### src/rtl/audio_mix_pkg.sv
// rtl/audio_mix_pkg.sv - shared types, widths and saturation helper for the audio mixer
package audio_mix_pkg;

    typedef enum logic [1:0] {
        ST_IDLE = 2'd0,
        ST_ACC  = 2'd1,
        ST_SAT  = 2'd2
    } state_t;

    localparam int SAMPLE_W  = 16;
    localparam int GAIN_W    = 5;
    localparam int PROD_W    = 21;
    localparam int ACC_W     = 25;
    localparam int VOL_UNITY = 16;
    localparam int SHIFT     = 4;

    localparam logic signed [ACC_W-1:0] SAT_MAX = 25'sd32767;
    localparam logic signed [ACC_W-1:0] SAT_MIN = -25'sd32768;

    // Remove the unity-gain scaling (floor division by 16) and clamp to the 16-bit range.
    function automatic logic signed [SAMPLE_W-1:0] sat_shift(input logic signed [ACC_W-1:0] acc);
        logic signed [ACC_W-1:0] sh;
        sh = acc >>> SHIFT;
        if (sh > SAT_MAX) begin
            return 16'sh7fff;
        end else if (sh < SAT_MIN) begin
            return 16'sh8000;
        end else begin
            return sh[SAMPLE_W-1:0];
        end
    endfunction

endpackage

### src/rtl/mix_mac.sv
// rtl/mix_mac.sv - shared gain multiplier, gain clamp and left/right accumulators
module mix_mac
    import audio_mix_pkg::*;
#(
    parameter int VOL_W = 5
) (
    input  logic                       clk,
    input  logic                       rst,
    input  logic                       clear,
    input  logic                       step_en,
    input  logic                       chan,
    input  logic signed [SAMPLE_W-1:0] sample,
    input  logic        [VOL_W-1:0]    vol,
    input  logic                       enable,
    output logic signed [ACC_W-1:0]    acc_left,
    output logic signed [ACC_W-1:0]    acc_right
);

    logic        [31:0]       vol_ext;
    logic        [GAIN_W-1:0] gain;
    logic signed [PROD_W-1:0] product;
    logic signed [ACC_W-1:0]  addend;

    // Clamp gain to unity, force zero for disabled sources, and form the sign-extended product.
    always_comb begin
        vol_ext = 32'(vol);
        gain    = '0;
        if (enable) begin
            gain = (vol_ext > 32'(VOL_UNITY)) ? GAIN_W'(VOL_UNITY) : vol_ext[GAIN_W-1:0];
        end
        product = $signed({{(PROD_W-SAMPLE_W){sample[SAMPLE_W-1]}}, sample})
                * $signed({{(PROD_W-GAIN_W){1'b0}}, gain});
        addend  = {{(ACC_W-PROD_W){product[PROD_W-1]}}, product};
    end

    // Accumulate one product per step into the channel selected by chan (0 = left).
    always_ff @(posedge clk) begin
        if (!rst) begin
            acc_left  <= '0;
            acc_right <= '0;
        end else if (clear) begin
            acc_left  <= '0;
            acc_right <= '0;
        end else if (step_en) begin
            if (chan) begin
                acc_right <= acc_right + addend;
            end else begin
                acc_left <= acc_left + addend;
            end
        end
    end

endmodule

### src/rtl/audio_mix_sched.sv
// rtl/audio_mix_sched.sv - frame scheduler: snapshot, time-multiplexed mixing and saturation
module audio_mix_sched
    import audio_mix_pkg::*;
#(
    parameter int NUM_SRC = 4,
    parameter int VOL_W   = 5
) (
    input  logic                         clk,
    input  logic                         rst,
    input  logic                         next_sample,
    input  logic [SAMPLE_W*NUM_SRC-1:0]  src_left,
    input  logic [SAMPLE_W*NUM_SRC-1:0]  src_right,
    input  logic [VOL_W*NUM_SRC-1:0]     src_vol,
    input  logic [NUM_SRC-1:0]           src_enable,
    output logic signed [SAMPLE_W-1:0]   mix_left,
    output logic signed [SAMPLE_W-1:0]   mix_right,
    output logic                         mix_valid,
    output logic                         busy,
    output logic                         overrun
);

    localparam int STEP_W = $clog2(2 * NUM_SRC) + 1;
    localparam logic [STEP_W-1:0] LAST_STEP = STEP_W'(2 * NUM_SRC - 1);

    state_t                        state;
    logic [STEP_W-1:0]             step;
    logic [SAMPLE_W*NUM_SRC-1:0]   snap_left;
    logic [SAMPLE_W*NUM_SRC-1:0]   snap_right;
    logic [VOL_W*NUM_SRC-1:0]      snap_vol;
    logic [NUM_SRC-1:0]            snap_en;

    logic [STEP_W-1:0]             src_idx;
    logic signed [SAMPLE_W-1:0]    cur_sample;
    logic [VOL_W-1:0]              cur_vol;
    logic                          cur_en;
    logic                          mac_clear;
    logic                          mac_step;
    logic signed [ACC_W-1:0]       acc_left;
    logic signed [ACC_W-1:0]       acc_right;

    // Route the snapshotted source for the current step to the MAC: even steps left, odd steps right.
    always_comb begin
        src_idx    = step >> 1;
        cur_sample = '0;
        cur_vol    = '0;
        cur_en     = 1'b0;
        for (int i = 0; i < NUM_SRC; i++) begin
            if (src_idx == STEP_W'(i)) begin
                cur_sample = step[0] ? snap_right[SAMPLE_W*i +: SAMPLE_W]
                                     : snap_left[SAMPLE_W*i +: SAMPLE_W];
                cur_vol    = snap_vol[VOL_W*i +: VOL_W];
                cur_en     = snap_en[i];
            end
        end
        mac_clear = (state == ST_IDLE) && next_sample;
        mac_step  = (state == ST_ACC);
    end

    mix_mac #(
        .VOL_W (VOL_W)
    ) u_mac (
        .clk       (clk),
        .rst       (rst),
        .clear     (mac_clear),
        .step_en   (mac_step),
        .chan      (step[0]),
        .sample    (cur_sample),
        .vol       (cur_vol),
        .enable    (cur_en),
        .acc_left  (acc_left),
        .acc_right (acc_right)
    );

    // Frame FSM: accept and snapshot in IDLE, walk 2*NUM_SRC steps in ACC, publish in SAT.
    always_ff @(posedge clk) begin
        if (!rst) begin
            state      <= ST_IDLE;
            step       <= '0;
            snap_left  <= '0;
            snap_right <= '0;
            snap_vol   <= '0;
            snap_en    <= '0;
            mix_left   <= '0;
            mix_right  <= '0;
            mix_valid  <= 1'b0;
            busy       <= 1'b0;
            overrun    <= 1'b0;
        end else begin
            mix_valid <= 1'b0;
            overrun   <= 1'b0;
            case (state)
                ST_IDLE: begin
                    if (next_sample) begin
                        snap_left  <= src_left;
                        snap_right <= src_right;
                        snap_vol   <= src_vol;
                        snap_en    <= src_enable;
                        step       <= '0;
                        busy       <= 1'b1;
                        state      <= ST_ACC;
                    end
                end
                ST_ACC: begin
                    if (next_sample) begin
                        overrun <= 1'b1;
                    end
                    if (step == LAST_STEP) begin
                        step  <= '0;
                        state <= ST_SAT;
                    end else begin
                        step <= step + 1'b1;
                    end
                end
                ST_SAT: begin
                    if (next_sample) begin
                        overrun <= 1'b1;
                    end
                    mix_left  <= sat_shift(acc_left);
                    mix_right <= sat_shift(acc_right);
                    mix_valid <= 1'b1;
                    busy      <= 1'b0;
                    state     <= ST_IDLE;
                end
                default: begin
                    busy  <= 1'b0;
                    state <= ST_IDLE;
                end
            endcase
        end
    end

endmodule

### config.mk
export PLATFORM = sky130hd
export DESIGN_NAME = audio_mix_sched
export DESIGN_NICKNAME = d
export VERILOG_FILES = /design/src/rtl/audio_mix_pkg.sv /design/src/rtl/mix_mac.sv /design/src/rtl/audio_mix_sched.sv
export SDC_FILE = /design/constraint.sdc
export NUM_CORES = 1
export LEC_CHECK = 0
export BUFFER_PORTS_ARGS = -buffer_cell sky130_fd_sc_hd__buf_2
export CAP_MARGIN = 20
export CORE_MARGIN = 10
export CORE_UTILIZATION = 45
export DETAILED_ROUTE_END_ITERATION = 10
export PLACE_DENSITY = 0.66
export RECOVER_POWER = 50
export SLEW_MARGIN = 20
export SYNTH_ARGS = -nofsm -noshare
export SYNTH_HDL_FRONTEND = slang
export SYNTH_SLANG_ARGS = --single-unit
export TNS_END_PERCENT = 1
### constraint.sdc
create_clock -name clk -period 12.5 [get_ports clk]
set_input_delay 1.25 -clock clk [delete_from_list [all_inputs] [get_ports clk]]
set_output_delay 1.25 -clock clk [all_outputs]
set_load 0.005 [all_outputs]
Yosys cells after proc, flatten, opt, wreduce, memory -nomap -nowiden
Cells that the tools add are included.
Storage, ports and cells
  flip-flop bits (word level): 243
  input port bits: 155
  output and inout port bits: 35
  word-level logic and storage cells: 78
Operators by class
  $add $sub $neg: 3
  multiply operators: 1
  $lt $le $gt $ge: 5
  eq/ne operators: 8
  multiplexer cells: 32
  bitwise operators: 3
  reduce and logical (&&, ||, !) cells: 13
Operators by type and width (count)
  2-to-1 mux 16 bit: 12
  adder 25 x 21 -> 25 bit: 2
  greater-than comparator 21 x 16 -> 1 bit (second input constant): 2
  less-than comparator 21 x 16 -> 1 bit (second input constant): 2
  2-to-1 mux 5 bit: 6
  multiplier 16 x 6 -> 21 bit: 1
  AND reduction 2 bit: 7
  2-to-1 mux 4 bit: 2
  one-hot mux 4 bit (2 select lines): 1
  2-to-1 mux 1 bit: 7
  equality test 3 x 2 -> 1 bit (second input constant): 2
  greater-than comparator 5 bit (second input constant): 1
  adder 4 x 1 -> 4 bit (second input constant): 1
  equality test 4 x 3 -> 1 bit (second input constant): 1
  zero test 4 bit: 1
  2-to-1 mux 2 bit: 2
  one-hot mux 2 bit (2 select lines): 1
  OR reduction 2 bit: 2
  equality test 3 x 1 -> 1 bit (second input constant): 1
  NOT 1 bit: 3
  equality test 2 x 1 -> 1 bit (second input constant): 1
  equality test 2 bit (second input constant): 1
  zero test 2 bit: 1
  inequality test 2 x 1 -> 1 bit (second input constant): 1
  other kinds (4): 4

Depth between registers and ports, before layout
  depth in word-level cells: 10
  gate-level depth with buffers: 35

By module
Synthesis repeated with hierarchy kept, for this count alone.
Unflattened totals
  cells, all modules: 1929
  area, all modules: 15642.5 µm²
By module, submodules not included
  audio_mix_sched: times used 1, cells each 1055, area each 8687.1 µm²
  mix_mac: times used 1, cells each 874, area each 6955.4 µm²

Worst setup path before layout
Ideal clock, no wire load.
  path kind: reg-to-reg
  from: register step[1]
  to: register u_mac.acc_left[24]
  library setup time: 67 ps
  arrival: 6769 ps
  path slack: 5664 ps
  stages on the path, launching flop included: 30
  path buffers: 3
  period minus slack after synthesis: 6836 ps
  cells stage by stage: dfxtp_1 > buf_2 > mux4_2 > nand2b_1 > buf_2 > nor2_1 > buf_2 > nand2_1 > fa_1 > fa_1 > fa_1 > inv_1 > ha_1 > a21o_1 > a21oi_1 > o21bai_1 > o211ai_1 > a31oi_1 > a21oi_1 > o21bai_1 > xor2_1 > ha_1 > a21o_1 > a21o_1 > a21o_1 > a221o_1 > a31o_1 > a211o_1 > a21o_1 > a21oi_2
On the way
  cells in the longest elaborated chain, start to end: 10
  elaborated cells between the ends (all ways): 21
Ends and longest elaborated chain
  start: declaration: RTL line audio_mix_sched.sv:26  | logic [STEP_W-1:0] step;
  start signal: assignment: RTL line audio_mix_sched.sv:111  | step <= step + 1'b1;
  zero test 4 bit: RTL line audio_mix_sched.sv:48  | if (src_idx == STEP_W'(i)) begin
  2-to-1 mux 5 bit (4 in series): RTL line audio_mix_sched.sv:48
  greater-than comparator 5 bit: RTL line mix_mac.sv:29  | gain = (vol_ext > 32'(VOL_UNITY)) ? GAIN_W'(VOL_UNITY) : vol_ext[GAIN_W-1:0];
  2-to-1 mux 5 bit: RTL line mix_mac.sv:29
  2-to-1 mux 5 bit: RTL line mix_mac.sv:28  | if (enable) begin
  multiplier 16 x 6 -> 21 bit *: RTL line mix_mac.sv:32  | * $signed({{(PROD_W-GAIN_W){1'b0}}, gain});
  adder 25 x 21 -> 25 bit *: RTL line mix_mac.sv:48  | acc_left <= acc_left + addend;
  end signal: assignment: RTL line mix_mac.sv:48
  end: declaration: RTL line mix_mac.sv:15  | output logic signed [ACC_W-1:0] acc_left,
Mark *: on every way between the ends. The rest lies on a longest branch, timed or not.
A chain may end at the register's enable or synchronous reset.

Final worst setup path
  from: register step[2]
  to: register u_mac.acc_left[24]
The elaborated chain is that of the path after synthesis.

==> impl.org <==
** Clock tree
- Buffers inserted to repair hold after CTS numbered 0.
- In this run the number of H-tree levels came out at 1.
- After clock tree synthesis, the repair step resized 0 gates.
- After clock tree synthesis, the clock-pin slew on the worst setup and hold paths is 60 ps.
- Clock sink count :: 243
- Latest clock arrival within the worst-skew pair :: 540 ps
- TritonCTS clock tree :: built
- The number of setup buffers added after CTS is 0.
- The root buffer cell chosen for the clock tree is sky130_fd_sc_hd__clkbuf_16.
- CTS Buf Count :: 27
- No sink is reached through more buffers than the 3 on the longest clock path.

** Global routing
- The first global-routing pass estimated 69900 µm of wire.
- The initial antenna violation count was 0.
- Largest net degree at the start of global routing :: 100
- For this run, the total global-route usage over all layers was measured as 20.7%.
- Total global routing overflow :: 0
- The via count of the first global-routing pass is 13300.

** Drt
- 1st-pass router iterations :: 6
- Wires add up to 43700 µm.
- Via/cell ratio :: 5.41
- Number of routed nets with antenna violations :: 0
- In the final routed layout, each cell accounts on average for 17.6 µm.
- Detailed routing inserted a total of 13500 vias.
- Number of remaining DRC errors :: 0
- In this run, the number of DRC markers left after iteration 0 of detailed routing was 1018.

** Critical path
- Required time of the critical path :: 12980 ps
- Class of the most critical setup path :: flop to flop
- Of all nets on the critical path, the largest fanout is 19.
- STA classifies the critical path startpoint as a flop.
- Setup crit start :: step[2]$_SDFFE_PN0P_
- Library cell appearing most often on the critical path :: sky130_fd_sc_hd__a21o_1
- Worst-path cell with the longest stage delay :: sky130_fd_sc_hd__nor2b_1
- On the worst path, the slowest cell contributes a delay of 710 ps.
- In this run the critical register-to-register path is launched from step[2]$_SDFFE_PN0P_.
- The worst setup path is captured at a flop.
- Data arrives at the worst endpoint at 8890 ps.

** Worst hold path
- Class of the tightest hold or removal check :: flop to flop
- In this run the most critical hold path is launched from snap_right[54]$_SDFFE_PN0P_.

** Yosys
- Counting every net in the synthesized netlist gives 2203.
- Number of warnings issued by yosys :: 0
- In this run the mean area of a mapped cell was 7.82 µm².
- The synthesized design contains 243 register bits.
- Sequential cells were found to cover 32.7% of the synthesized design area.
- Number of cells produced by synthesis :: 1902
- After synthesis, the netlist uses 69 different library cells.
- Yosys mapped a number of flops with a built-in enable equal to 0.
- Summing every instance area after synthesis gives 0.0149 mm².
- For this run, the leading register cell type out of synthesis is sky130_fd_sc_hd__dfxtp_1.
- For this run, asynchronously set or reset flops after synthesis account for 0%.

** Floorplan
- The die covers 0.0407 mm².
- Site Rows :: 66
- Total core area :: 0.0326 mm²
- I/O pin cnt :: 190
- Once the floorplan was initialized, standard cells occupied 45.6% of the core.
- Width of the chip :: 202 µm
- The die is 202 µm tall.

** Power
- The analysis attributes to net switching a power of 0.597 mW.
- Switching share of total power :: 29.4%
- The worst-case IR drop observed on VDD is 0.118 mV.
- Post-layout power :: 2.03 mW
- Dividing total power by cell area gives a power density of 120 mW/mm².
- The share of total power dissipated in combinational logic is 17.4%.
- Internal power :: 1.43 mW
- The analysis attributes to cell leakage a power of 7.30 nW.
- Of the total power, registers draw 43.2%.
- Of the total power, the clock network draws 39.4%.

** Run status
- Run status :: finished, violations left
- The checks that failed: max-capacitance violations, max-slew violations.

** Timing
- Of the available clock period, the critical path in the final layout requires 67.2%.
- The tightest hold path in the finished design has a slack of 452 ps.
- The number of pins exceeding their max-slew limit in the final report came to 86.
- The number of failing hold endpoints at the final stage is 0.
- Final setup margin :: 4100 ps
- Relative slew margins :: -109%
- Setup repair after global routing left no endpoint under its margin.
- For the finished layout, the period the worst path requires is 8400 ps.
- Highest clock frequency the design can meet :: 0.119 GHz
- Adding up every negative setup slack in the final design gives 0 ps.
- Setup violations remaining at the end of the flow were counted as 0.
- Worst Max-Slew Pin Slew :: 3110 ps
- Between clock sinks in the finished design, the worst skew comes to 13.3 ps.

** Final layout
- P&R area growth vs syn :: 13.7%
- Share of layout cells above drive strength 1 :: 12.6%
- The layout has 3173 filler cells.
- For this run, the post-layout net count is 2327.
- The repair_antennas step left the layout with diodes totalling 0.

** Job
- Max Cap Violations :: 1

** Place
- Timing analysis after detailed placement gives a worst setup slack of 4210 ps.
- During placement, the flow inserted port buffers numbering 189.
- Routability-driven placement finished with a final weighted congestion of 0.981.
- Summed over all nets, the half-perimeter wirelength after detailed placement is 33100 µm.
stage by stage:
stage	instance area, µm²	util (%)	std cells
after floorplan	14900	-	1902
after global placement	16100	49.2	2439
after detailed placement	16100	49.2	2439
after CTS	17000	52.0	2488
after global routing	16900	51.9	2488
final	16900	51.9	2488
logic make-up (layout without fill, tap and decap cells):
family / Yosys count / in the layout / synth area share, %
AO/OA/AOI/OAI: 519 / 519 / 20.2
XOR/XNOR: 52 / 52 / 3.06
adder cells (fa/ha/maj): 146 / 146 / 14.8
buffers and inverters: 214 / 358 / 5.56
flip-flops: 243 / 243 / 32.7
multiplexers: 62 / 62 / 5.08
AND/OR/NAND/NOR: 666 / 666 / 18.6
metal layers:
| layer | vias to the layer above | part of all wire [%] | GRT usage (%) |
|---|---|---|---|
| met1 | 6270 | 45 | 27.0 |
| met3 | 66 | 5.9 | 3.20 |
| met5 | - | 0 | 0 |
| li1 | 6710 | - | - |
| met4 | 0 | 2.8 | 5.74 |
| met2 | 422 | 46 | 34.6 |
cell type report:
class	instances	area (µm²)	share of cell area, %
clock inverter	12	121	0.717
sequential	243	4870	28.8
clock buffer	37	773	4.57
tap	442	553	3.27
multi-input combinational	1445	9210	54.4
timing repair buffer	200	985	5.82
inverter	109	410	2.43
layout by cell type, fill, tap and decap left out, types with 27 or more instances in the layout:
cell type                   netlist  routed
sky130_fd_sc_hd__a21o_1          29      29
sky130_fd_sc_hd__a21oi_1        296     296
sky130_fd_sc_hd__buf_2           16     154
sky130_fd_sc_hd__clkbuf_1        84      39
sky130_fd_sc_hd__clkbuf_16        0      27
sky130_fd_sc_hd__dfxtp_1        243     242
sky130_fd_sc_hd__fa_1            50      50
sky130_fd_sc_hd__ha_1            96      96
sky130_fd_sc_hd__inv_1          108     108
sky130_fd_sc_hd__mux2i_1         44      44
sky130_fd_sc_hd__nand2_1        441     439
sky130_fd_sc_hd__nor2_1         118     117
sky130_fd_sc_hd__o21ai_0         80      80
sky130_fd_sc_hd__xnor2_1         39      39
power groups by stage:
stage | logic (mW) | registers, mW | clock network [mW]
global placement | 0.351 | 0.890 | 0
floorplan | 0.233 | 0.882 | 0
global route | 0.393 | 0.883 | 0.840
detailed placement | 0.354 | 0.891 | 0
finish | 0.354 | 0.876 | 0.799
CTS | 0.356 | 0.874 | 0.811
state kept, by name, indices dropped and copies added, names as in the netlist, 2 cells and up:
signal           count
u_mac.acc_left      25
snap_left           64
snap_right          64
mix_right           16
snap_vol            20
step                 4
u_mac.acc_right     25
snap_en              4
mix_left            16
state                2
critical path, delay by kind of cell (launching register included):
kind                     cells  cell delay, ps
AO/OA/AOI/OAI               16            3020
XOR/XNOR                     1             390
adder cells (fa/ha/maj)      5            2250
buffers and inverters        2             290
flip-flops                   1             310
AND/OR/NAND/NOR              4            2050
synthesized netlist by cell type (all sizes together) (11+ instances only):
library cell,instances,area (µm²)
buf,21,103
nand3,25,125
a211o,11,96.3
nand2,442,1660
o21ai,90,458
a21o,30,226
xor2,13,114
a21oi,300,1520
ha,96,1200
nor2,119,449
dfxtp,243,4860
o211ai,12,104
fa,50,1000
mux2i,44,440
and2,13,81.3
xnor2,39,342
inv,109,409
a211oi,18,145
clkbuf,84,315
worst paths after layout:
kind                                          end  slack (ps)  cells past startpoint
setup / recovery  u_mac.acc_left[24]$_SDFFE_PP0P_        4100                     28
hold reg to reg       snap_right[54]$_SDFFE_PN0P_         450                      2
setup reg to reg  u_mac.acc_left[24]$_SDFFE_PP0P_        4100                     28
hold / removal        snap_right[54]$_SDFFE_PN0P_         450                      2
No activity file was read; power rests on OpenSTA's default activity.
